### src/rtl/muxbit_arb.sv
// Output-port arbiter for the 4-way bit-mux stage: round-robin or pinned
// owner, held per packet, with a stall watchdog.
module muxbit_arb #(
  parameter int NEXTHOPWIDTH = 4,
  parameter int TIMEOUT      = 255
) (
  input  logic                    clk,
  input  logic                    rst,
  input  logic [NEXTHOPWIDTH-1:0] req,
  input  logic [NEXTHOPWIDTH-1:0] last,
  input  logic                    out_ready,
  input  logic                    cfg_ovr_en,
  input  logic [1:0]              cfg_ovr_idx,
  output logic [NEXTHOPWIDTH-1:0] sel,
  output logic [NEXTHOPWIDTH-1:0] override,
  output logic [NEXTHOPWIDTH-1:0] gnt,
  output logic                    busy,
  output logic                    err_timeout
);

  typedef enum logic [1:0] {
    IDLE     = 2'd0,
    LOCK     = 2'd1,
    OVR_LOCK = 2'd2
  } state_e;

  localparam logic [7:0] WD_MAX = 8'(TIMEOUT - 1);
  localparam int         NW     = NEXTHOPWIDTH;

  state_e          state_q, state_d;
  logic [1:0]      owner_q, owner_d;
  logic [1:0]      rr_ptr_q, rr_ptr_d;
  logic [7:0]      wd_cnt_q, wd_cnt_d;
  logic            err_q, err_d;
  logic [NW-1:0]   sel_q, sel_d;
  logic [NW-1:0]   ovr_q, ovr_d;

  logic            locked;
  logic            own_req;
  logic            own_last;
  logic            xfer;
  logic            release_pkt;
  logic [NW-1:0]   own_oh;
  logic [2*NW-1:0] req2;
  logic [2*NW-1:0] rot_w;
  logic [NW-1:0]   rot;
  logic            rr_hit;
  logic [1:0]      rr_off;

  assign locked   = (state_q != IDLE);
  assign own_req  = req[owner_q];
  assign own_last = last[owner_q];
  assign xfer     = locked & own_req & out_ready;
  assign own_oh   = NW'(1) << owner_q;

  // Rotate so bit 0 is the input at rr_ptr; lowest set bit wins.
  assign req2 = {req, req};
  assign rot_w = req2 >> rr_ptr_q;
  assign rot = rot_w[NW-1:0];

  always_comb begin
    rr_hit = 1'b0;
    rr_off = 2'd0;
    for (int i = NW - 1; i >= 0; i--) begin
      if (rot[i]) begin
        rr_hit = 1'b1;
        rr_off = 2'(i);
      end
    end
  end

  always_comb begin
    state_d     = state_q;
    owner_d     = owner_q;
    rr_ptr_d    = rr_ptr_q;
    wd_cnt_d    = wd_cnt_q;
    err_d       = 1'b0;
    release_pkt = 1'b0;
    unique case (state_q)
      IDLE: begin
        wd_cnt_d = 8'd0;
        if (cfg_ovr_en) begin
          if (req[cfg_ovr_idx]) begin
            owner_d = cfg_ovr_idx;
            state_d = OVR_LOCK;
          end
        end else if (rr_hit) begin
          owner_d = rr_ptr_q + rr_off;
          state_d = LOCK;
        end
      end
      LOCK, OVR_LOCK: begin
        if (own_req) begin
          wd_cnt_d = 8'd0;
          if (xfer && own_last) begin
            release_pkt = 1'b1;
          end
        end else if (wd_cnt_q == WD_MAX) begin
          wd_cnt_d    = 8'd0;
          err_d       = 1'b1;
          release_pkt = 1'b1;
        end else begin
          wd_cnt_d = wd_cnt_q + 8'd1;
        end
        if (release_pkt) begin
          state_d = IDLE;
          if (state_q == LOCK) begin
            rr_ptr_d = owner_q + 2'd1;
          end
        end
      end
      default: begin
        state_d = IDLE;
      end
    endcase
  end

  // Mux controls are registered from the next owner so they are glitch-free.
  always_comb begin
    sel_d = '0;
    ovr_d = '0;
    unique case (1'b1)
      (state_d == LOCK):     sel_d = NW'(1) << owner_d;
      (state_d == OVR_LOCK): ovr_d = NW'(1) << owner_d;
      default: ;
    endcase
  end

  always_ff @(posedge clk or negedge rst) begin
    if (!rst) begin
      state_q  <= IDLE;
      owner_q  <= 2'd0;
      rr_ptr_q <= 2'd0;
      wd_cnt_q <= 8'd0;
      err_q    <= 1'b0;
      sel_q    <= '0;
      ovr_q    <= '0;
    end else begin
      state_q  <= state_d;
      owner_q  <= owner_d;
      rr_ptr_q <= rr_ptr_d;
      wd_cnt_q <= wd_cnt_d;
      err_q    <= err_d;
      sel_q    <= sel_d;
      ovr_q    <= ovr_d;
    end
  end

  assign sel         = sel_q;
  assign override    = ovr_q;
  assign gnt         = xfer ? own_oh : '0;
  assign busy        = locked;
  assign err_timeout = err_q;

endmodule

### config.mk
export PLATFORM = sky130hd
export DESIGN_NAME = muxbit_arb
export DESIGN_NICKNAME = d
export VERILOG_FILES = /design/src/rtl/muxbit_arb.sv
export SDC_FILE = /design/constraint.sdc
export NUM_CORES = 1
export LEC_CHECK = 0
export CAP_MARGIN = 25
export CORE_AREA = 2 2 65 74
export CTS_BUF_LIST = sky130_fd_sc_hd__clkbuf_8 sky130_fd_sc_hd__clkbuf_16
export DETAILED_ROUTE_END_ITERATION = 7
export DIE_AREA = 0 0 67 76
export SETUP_SLACK_MARGIN = 0.05
export SLEW_MARGIN = 0
export SYNTH_ARGS = -nofsm -noshare
export SYNTH_HDL_FRONTEND = slang
export SYNTH_SLANG_ARGS = --single-unit
### constraint.sdc
create_clock -name clk -period 4.7 [get_ports clk]
set_clock_uncertainty 0.15 [all_clocks]
set_input_delay 0.705 -clock clk [delete_from_list [all_inputs] [get_ports clk]]
set_output_delay 0.705 -clock clk [all_outputs]
set_load 0.005 [all_outputs]
# After elaboration in Yosys (flattened, before gate mapping)
# Index checks and enable logic that the tools add are counted.
# Widths: inputs -> output; s select.
[op_classes] n_addsub=3 magnitude_cmp=2 n_eq_ne=5 shifts=3 n_mux=35 bitwise_logic=2 reduce_logical=6
[op_table] cell="$mux 2" count=12
[op_table] cell="$mux 8" count=2
[op_table] cell="$pmux 8 s2" count=1
[op_table] cell="$mux 1" count=13
[op_table] cell="$mux 4" count=3
[op_table] cell="$add 8x1->8 const B" count=1
[op_table] cell="$eq 8x8->1 const B" count=1
[op_table] cell="$shl 1x2->4 const A" count=2
[op_table] cell="$shr 8x2->4" count=1
[op_table] cell="$bmux 1 s2" count=3
[op_table] cell="$lt 2x3->1 const B" count=2
[op_table] cell="$eq 2x1->1 const B" count=2
[op_table] cell="$eq 2x2->1 const B" count=2
[op_table] cell="$pmux 2 s2" count=1
[op_table] cell="$reduce_bool 2->1" count=2
[op_table] cell="$reduce_and 3->1" count=1
[op_table] cell="$add 2x1->2 const B" count=1
[op_table] cell="$add 2x2->2" count=1
[op_table] cell="$and 1x1->1" count=2
[op_table] cell="$logic_not 2->1" count=1
[op_table] cell="$reduce_or 2->1" count=1
[op_table] cell="$logic_and 1x1->1" count=1
[totals] ff_bits=23 in_bits=14 output_inout_bits=14

# Longest topological paths before layout
# Gate-level depths: netlist of the first run.
[depth] depth_word=12 mapped_depth=12 depth_no_buf=11

# Least setup slack after synthesis of the first run
# OpenSTA, ideal clock, no wires.
[synth_path] path_type="input to register" start="input req[2]" end="register sel_q[2] (netlist: sel[2])" arrival_time_ns=2.713 setup_slack_ns=1.698 stages=12 path_buffers=2 cell_sequence="clkbuf_1 > nand2_1 > a21oi_1 > nor2_1 > a211oi_1 > a21oi_1 > ha_1 > xor2_1 > or4_1 > o311a_1 > buf_2 > nor4bb_4"
[synth_between] word_cells_on_any_way=32
[synth_rtl] element="from (decl)" line_no="9" rtl="input logic [NEXTHOPWIDTH-1:0] req,"
[synth_rtl] element="$shr 8x2->4" line_no="58" rtl="assign rot_w = req2 >> rr_ptr_q;"
[synth_rtl] element="$mux 2 (4 in a row)" line_no="65" rtl="if (rot[i]) begin"
[synth_rtl] element="$add 2x2->2" line_no="88" rtl="owner_d = rr_ptr_q + rr_off;"
[synth_rtl] element="$mux 2" line_no="87" rtl="end else if (rr_hit) begin"
[synth_rtl] element="$mux 2 (*)" line_no="82" rtl="if (cfg_ovr_en) begin"
[synth_rtl] element="$mux 2 (*)" line_no="79" rtl="unique case (state_q)"
[synth_rtl] element="named net owner_d[1]" line_no="31" rtl="logic [1:0] owner_q, owner_d;"
[synth_rtl] element="$shl 1x2->4 (*)" line_no="123" rtl="(state_d == LOCK): sel_d = NW'(1) << owner_d;"
[synth_rtl] element="$mux 4 (*)" line_no="122" rtl="unique case (1'b1)"
[synth_rtl] element="named net sel_d[2]" line_no="35" rtl="logic [NW-1:0] sel_q, sel_d;"
[synth_rtl] element="to (signal assigned)" line_no="144" rtl="sel_q <= sel_d;"
[synth_rtl] element="to (decl)" line_no="35"
# Mark *: on every way through the listed nets, which the timed path passes. The rest lies on a longest branch. The select of a mux whose other input is x is not followed.
# A chain may end at the register's enable or synchronous reset.

# Worst setup path after layout of the first run
[layout_path] start="input req[2]" end="output gnt[1]"
[layout_between] elab_chain_cells=5
[layout_lines] element="$bmux 1 s2" line_no="51" rtl="assign own_req = req[owner_q];"
[layout_lines] element="$mux 1 (implied by the code)" line_no="51"
[layout_lines] element="$and 1x1->1 (2 in a row)" line_no="53" rtl="assign xfer = locked & own_req & out_ready;"
[layout_lines] element="$mux 4" line_no="151" rtl="assign gnt = xfer ? own_oh : '0;"
[layout_lines] element="to (decl)" line_no="16" rtl="output logic [NEXTHOPWIDTH-1:0] gnt,"
# Every way passes these cells. The select of a mux whose other input is x is not followed.

==> reports/metrics.cfg, run 1 <==
[global_routing]
antenna_found_initial=0
use_met1=0.210
gr-total-overflow=0
grt_util_met2=0.252
busiest_layer=met2
grt_pass1_wl_um=6290
grt_pass1_vias=1356
grt_max_degree=19
grt_usage=0.158
use_met3=0.0251

[worst_setup_path]
path_cells=clkdlybuf4s50_1 > mux4_2 > and3_2 > and2_1 > clkdlybuf4s50_1
arrival_ns=2.76
r2r_end=sel[2]
crit_top_cell=clkdlybuf4s50_1
path_delay_family=buffers and inverters
critPathMaxFanout=12
r2r_setup_slack_ns=1.92
path_class=primary input to primary output
worstSetupStartpointType=primary input
r2r_cells=10
cp_slowest_cell=clkdlybuf4s50_1
cp.required_ns=3.85
critPathMaxStageDelay_ns=0.60
endpoint_kind=primary output
regToRegStartpoint=rr_ptr_q[1]
path_buf_inv=2

[sta]
final_max_slew_viol_count=0
setup_viol=0
worstMarginPinSlew_ns=0.417
period_needed_ns=3.61
fin_crit_sh=0.769
hold_viol=0
rsz0062_at_grt=false
maxSlewHeadroom=0.721
finalSetupTns_ns=0
fmax_ghz=0.277

[floorplanning]
initial_core_util=0.381
fp.dieW_um=67
fp.dieArea_sq_um=5090
num_rows=26
coreArea_sq_um=4420
die_y_um=76
io_pins=28

[synthesis]
ys.flop_type=dfrtp_1
syn_inst=173
syn_area_per_cell_sq_um=9.74
ys_seq_area_frac=0.341
ys_async_sr_fraction=1.00
ys_types=55
synth_edf_count=0
ys_seq_elements=23
netlist_area_sq_um=1690
yosysWarningCount=0
syn-num-nets=197

[clocking]
clockBufferDepth=2
cts_resized=0
cts_root_buffer=clkbuf_8
clk_pin_slew_ns=0.08
cts_buffers=3
ctsHoldBuffers=0
cts_setup_buffers=0
clock-sinks=23
cts_tree=built
h-tree-depth=1
clock_latency_ns=0.27

[min_path]
min_path_cells=2
hp-class=register to register
min_to=wd_cnt_q[6]
holdCritStartpoint=wd_cnt_q[6]

[finish]
drive_gt1_frac=0.128
fin_nets=221
final_cell_mix=27 x clkdlybuf4s50_1, 23 x dfrtp_1, 13 x nor2_1
fill_cells=435
area_growth_pct=21.3
finish.utilization=0.462
final_common_cell=clkdlybuf4s50_1
antenna_cells=0

[pwr]
pwr-share-comb=0.548
leakage_nw=0.863
peakVddDrop_v=0.000271
p_clk_frac=0.125
power.switching_uw=400
internal_power_uw=567
switching_share=0.414
p_per_area_nw_per_um2=473
seqPwrFrac=0.327

[drt]
ant_nets=0
via_count=1364
drc=0
first_iter_violations=69
wl_per_cell_um=14.7
avgViaCountPerCell=5.41
finalWirelength_um=3710
firstDrtPassIters=4

[job]
cap_violations=0

[placed_design]
gp_congestion=0.773
port_buffers=27
dpl.hpwl_um=2900

[outcome]
status=finished clean

-- metal layers --
| layer | part of all wire | vias up |
|---|---|---|
| met4 | 0.018 | 0 |
| met3 | 0.036 | 5 |
| li1 | - | 675 |
| met1 | 0.47 | 663 |
| met2 | 0.48 | 21 |
| met5 | 0 | - |
-- synth_stat cells, drive strengths merged, types with 3 or more instances --
library cell / number / area (sq um)
or3b: 3 / 26.3
a21oi: 10 / 53.8
inv: 9 / 33.8
xor2: 3 / 26.3
nand2: 12 / 45.0
or3: 3 / 18.8
and2: 6 / 40.0
nor2: 13 / 48.8
nor4b: 3 / 32.5
buf: 6 / 42.5
o21ai: 5 / 25.0
a211oi: 3 / 32.5
o22ai: 3 / 18.8
dfrtp: 23 / 576
clkbuf: 3 / 11.3
mux2: 3 / 41.3
mux2i: 8 / 80.1
nand2b: 4 / 25.0
o221ai: 3 / 38.8
nor3: 6 / 30.0
ha: 10 / 125
-- power by group through the flow --
| stage | clock network (mW) | registers [mW] | logic [mW] |
|---|---|---|---|
| 6_report | 0.121 | 0.316 | 0.530 |
| 5_1_grt | 0.133 | 0.326 | 0.590 |
| 4_1_cts | 0.126 | 0.317 | 0.537 |
| 3_5_place_dp | 0 | 0.320 | 0.535 |
| 3_3_place_gp | 0 | 0.315 | 0.518 |
| 2_1_floorplan | 0 | 0.284 | 0.410 |
-- worst reg2reg max path, cell delays in order (launching register included) --
cell and delay, ns:
dfrtp_1 0.59, nand2_1 0.10, a21oi_1 0.15, nor2_1 0.05, a211oi_1 0.23, a21oi_1 0.07, ha_1 0.20, xor2_1 0.15
or4_1 0.51, o311a_1 0.24, nor4bb_4 0.21
-- state kept, by name, indices dropped and copies added (netlist names) --
name,count
sel,4
err_timeout,1
rr_ptr_q,2
wd_cnt_q,8
state_q,2
owner_q,2
override,4
-- kinds of logic after synthesis --
group                    after synthesis  synth area share
multiplexers                          13            0.0987
XOR/XNOR                               5            0.0260
AO/OA/AOI/OAI                         32             0.140
flip-flops                            23             0.341
buffers and inverters                 18            0.0520
adder cells (fa/ha/maj)               10            0.0742
AND/OR/NAND/NOR                       72             0.267
-- worst max path at each step --
stage / endpoint / start / cells past startpoint / slack, ns
3_5_place_dp: gnt[1] / req[2] / 5 / 1.09
4_1_cts: gnt[1] / req[2] / 5 / 1.09
6_report: gnt[1] / req[2] / 5 / 1.09
3_3_place_gp: sel[2] / req[3] / 11 / 1.13
2_1_floorplan: sel[2] / req[2] / 12 / 1.70
5_1_grt: gnt[2] / req[1] / 5 / 1.0
-- area by class of cell --
type / count / area (sq um) / share of cell area
clock buffers: 3 / 41.3 / 0.0202
clock inverters: 1 / 3.75 / 0.00184
inverters: 9 / 33.8 / 0.0165
multi-input cells: 132 / 1020 / 0.500
flip-flops and latches: 23 / 576 / 0.282
well taps: 56 / 70.1 / 0.0343
repair buffers: 28 / 298 / 0.146
-- per-stage QoR --
step                power (mW)  cell area [sq um]  cells  setup slack, ns  hold WS [ns]
floorplan                0.694               1690    173             1.70         0.259
global placement         0.833               1970    247             1.13         0.378
detailed placement       0.855               2000    248             1.09         0.376
CTS                      0.980               2040    252             1.09         0.395
global route              1.05               2040    252            0.997         0.426
finish                   0.967               2040    252             1.09         0.392
No activity file was read; power rests on OpenSTA's default activity.
==> run 2, diff against run 1 <==
==> constraint.sdc (replaced) <==
create_clock -name clk -period 2.9 [get_ports clk]
set_clock_uncertainty 0.15 [all_clocks]
set_input_delay 0.435 -clock clk [delete_from_list [all_inputs] [get_ports clk]]
set_output_delay 0.435 -clock clk [all_outputs]
set_load 0.005 [all_outputs]
==> run 2 against run 1 <==
Against the previous run:
- non-clock buffer count grew 14
- sequential power up 53%
- routed wire length is 4.5% higher
- clock power is 60% higher
- critical path depth up 1
- first-iteration DRC count decreased by 12%
- worst setup slack worse by 0.89 ns
- register-to-register slack lost 1.6 ns
- utilization rose by 2.1 points
- design area up 4.6%
- sequential share of layout area fell by 1.2 points
- sequential cell count unchanged
- largest cell class unchanged
- largest power group unchanged
==> reports/metrics.cfg, run 2 (synthesis results as in run 1) <==
[outcome]
status=finished clean

[clocking]
cts_buffers=3
h-tree-depth=1
clock-sinks=23
ctsHoldBuffers=0
clockBufferDepth=2
cts_root_buffer=clkbuf_8
clock_latency_ns=0.26
cts_tree=built
clk_pin_slew_ns=0.08

[floorplanning]
fp.dieW_um=67
coreArea_sq_um=4420
initial_core_util=0.381
num_rows=26
fp.dieArea_sq_um=5090
io_pins=28
die_y_um=76

[global_routing]
grt_util_met2=0.274
use_met1=0.226
gr-total-overflow=0
grt_usage=0.166
grt_pass1_vias=1477
grt_max_degree=24
grt_pass1_wl_um=6800
busiest_layer=met2
antenna_found_initial=0
use_met3=0.0295

[worst_setup_path]
r2r_end=sel[2]
worstSetupStartpointType=primary input
path_cells=dlygate4sd2_1 > buf_4 > mux4_2 > and3_4 > and2_1 > clkdlybuf4s50_1
r2r_setup_slack_ns=0.28
r2r_cells=10
path_class=primary input to primary output
endpoint_kind=primary output
path_delay_family=buffers and inverters
critPathMaxFanout=5
critPathMaxStageDelay_ns=0.47
path_buf_inv=3
cp.required_ns=2.32
arrival_ns=2.12
cp_slowest_cell=mux4_2
regToRegStartpoint=rr_ptr_q[1]

[pwr]
p_total_mw=1.64
p_per_area_nw_per_um2=767
peakVddDrop_v=0.000345
leakage_nw=0.941

[finish]
fill_cells=443
final_common_cell=dfrtp_1
largest_register_ffs=8
antenna_cells=0
top_register=wd_cnt_q
finalNonFillerCells=266
fin_nets=235
area_growth_pct=26.9
final_cell_mix=23 x dfrtp_1, 22 x clkdlybuf4s50_1, 13 x nor2_1, 13 x buf_4, 12 x nand2_1
drive_gt1_frac=0.190

[sta]
final_max_slew_viol_count=0
setup_viol=0
worstMarginPinSlew_ns=0.362
rsz0062_at_grt=false
hold_viol=0
period_needed_ns=2.70
timing.final.ws_setup_ns=0.197
maxSlewHeadroom=0.756
timing.hold.ws_ns=0.382
fin_crit_sh=0.932
fmax_ghz=0.370

[placed_design]
place_ws_ns=-0.153
dp_cells=261
gp_congestion=0.878
port_buffers=27
dpl.hpwl_um=2960

[drt]
first_iter_violations=61
ant_nets=0
finalWirelength_um=3870
firstDrtPassIters=5
via_count=1417
drc=0
avgViaCountPerCell=5.33
wl_per_cell_um=14.6

[job]
cap_violations=0

[min_path]
hp-class=primary input to async pin

[run 2: power by group]
part | switching, mW | total [mW] | internal [mW]
sequential | 0.0844 | 0.484 | 0.399
clock | 0.0995 | 0.194 | 0.0944
combinational | 0.482 | 0.962 | 0.480
[run 2: what timing repair did]
| item | 4_1_cts | 5_1_grt |
|---|---|---|
| resized for setup | 7 | 2 |
| setup endpoints to repair | 4 | 5 |
| hold endpoints to repair | 0 | 0 |
| buffers inserted | 1 | 0 |
[run 2: worst max path at each step]
| stage | start | endpoint | slack [ns] | cells after the start |
|---|---|---|---|---|
| after floorplan | req[2] | sel[2] | 0.17 | 12 |
| after global placement | req[2] | sel[2] | -0.13 | 11 |
| after detailed placement | req[2] | sel[2] | -0.15 | 11 |
| after CTS | req[0] | gnt[1] | 0.08 | 5 |
| after global routing | state_q[0] | gnt[0] | 0.08 | 6 |
| final | req[1] | gnt[1] | 0.20 | 6 |
[run 2: final cells by class]
type,instances,area [sq um],area share
Sequential cell,23,576,0.269
Clock inverter,1,3.75,0.00176
Tap cell,56,70.1,0.0328
Inverter,9,33.8,0.0158
Clock buffer,3,41.3,0.0193
Timing Repair Buffer,42,388,0.181
Multi-Input combinational cell,132,1030,0.480
[run 2: per-stage QoR]
stage	cell area [sq um]	TNS, ns	util
2_1_floorplan	1690	0	-
3_3_place_gp	2080	-1.13	0.469
3_5_place_dp	2080	-1.29	0.469
4_1_cts	2140	0	0.483
5_1_grt	2140	0	0.483
6_report	2140	0	0.483
[run 2: routing by layer]
metal  share of wire  wire length, um  vias to the layer above
met1            0.46             1760                      683
met5               0                0                        -
li1                -                -                      699
met2            0.49             1910                       31
met4          0.0070               27                        0
met3           0.044              169                        4
==> run 3, diff against run 2 <==
--- a/config.mk
+++ b/config.mk
@@ -11,7 +11,7 @@
 export DETAILED_ROUTE_END_ITERATION = 7
 export DIE_AREA = 0 0 67 76
 export SETUP_SLACK_MARGIN = 0.05
-export SLEW_MARGIN = 0
+export SLEW_MARGIN = 15
 export SYNTH_ARGS = -nofsm -noshare
 export SYNTH_HDL_FRONTEND = slang
 export SYNTH_SLANG_ARGS = --single-unit
==> results of run 3 <==
The final DEF is identical to that of run 2; final timing and power are the same.
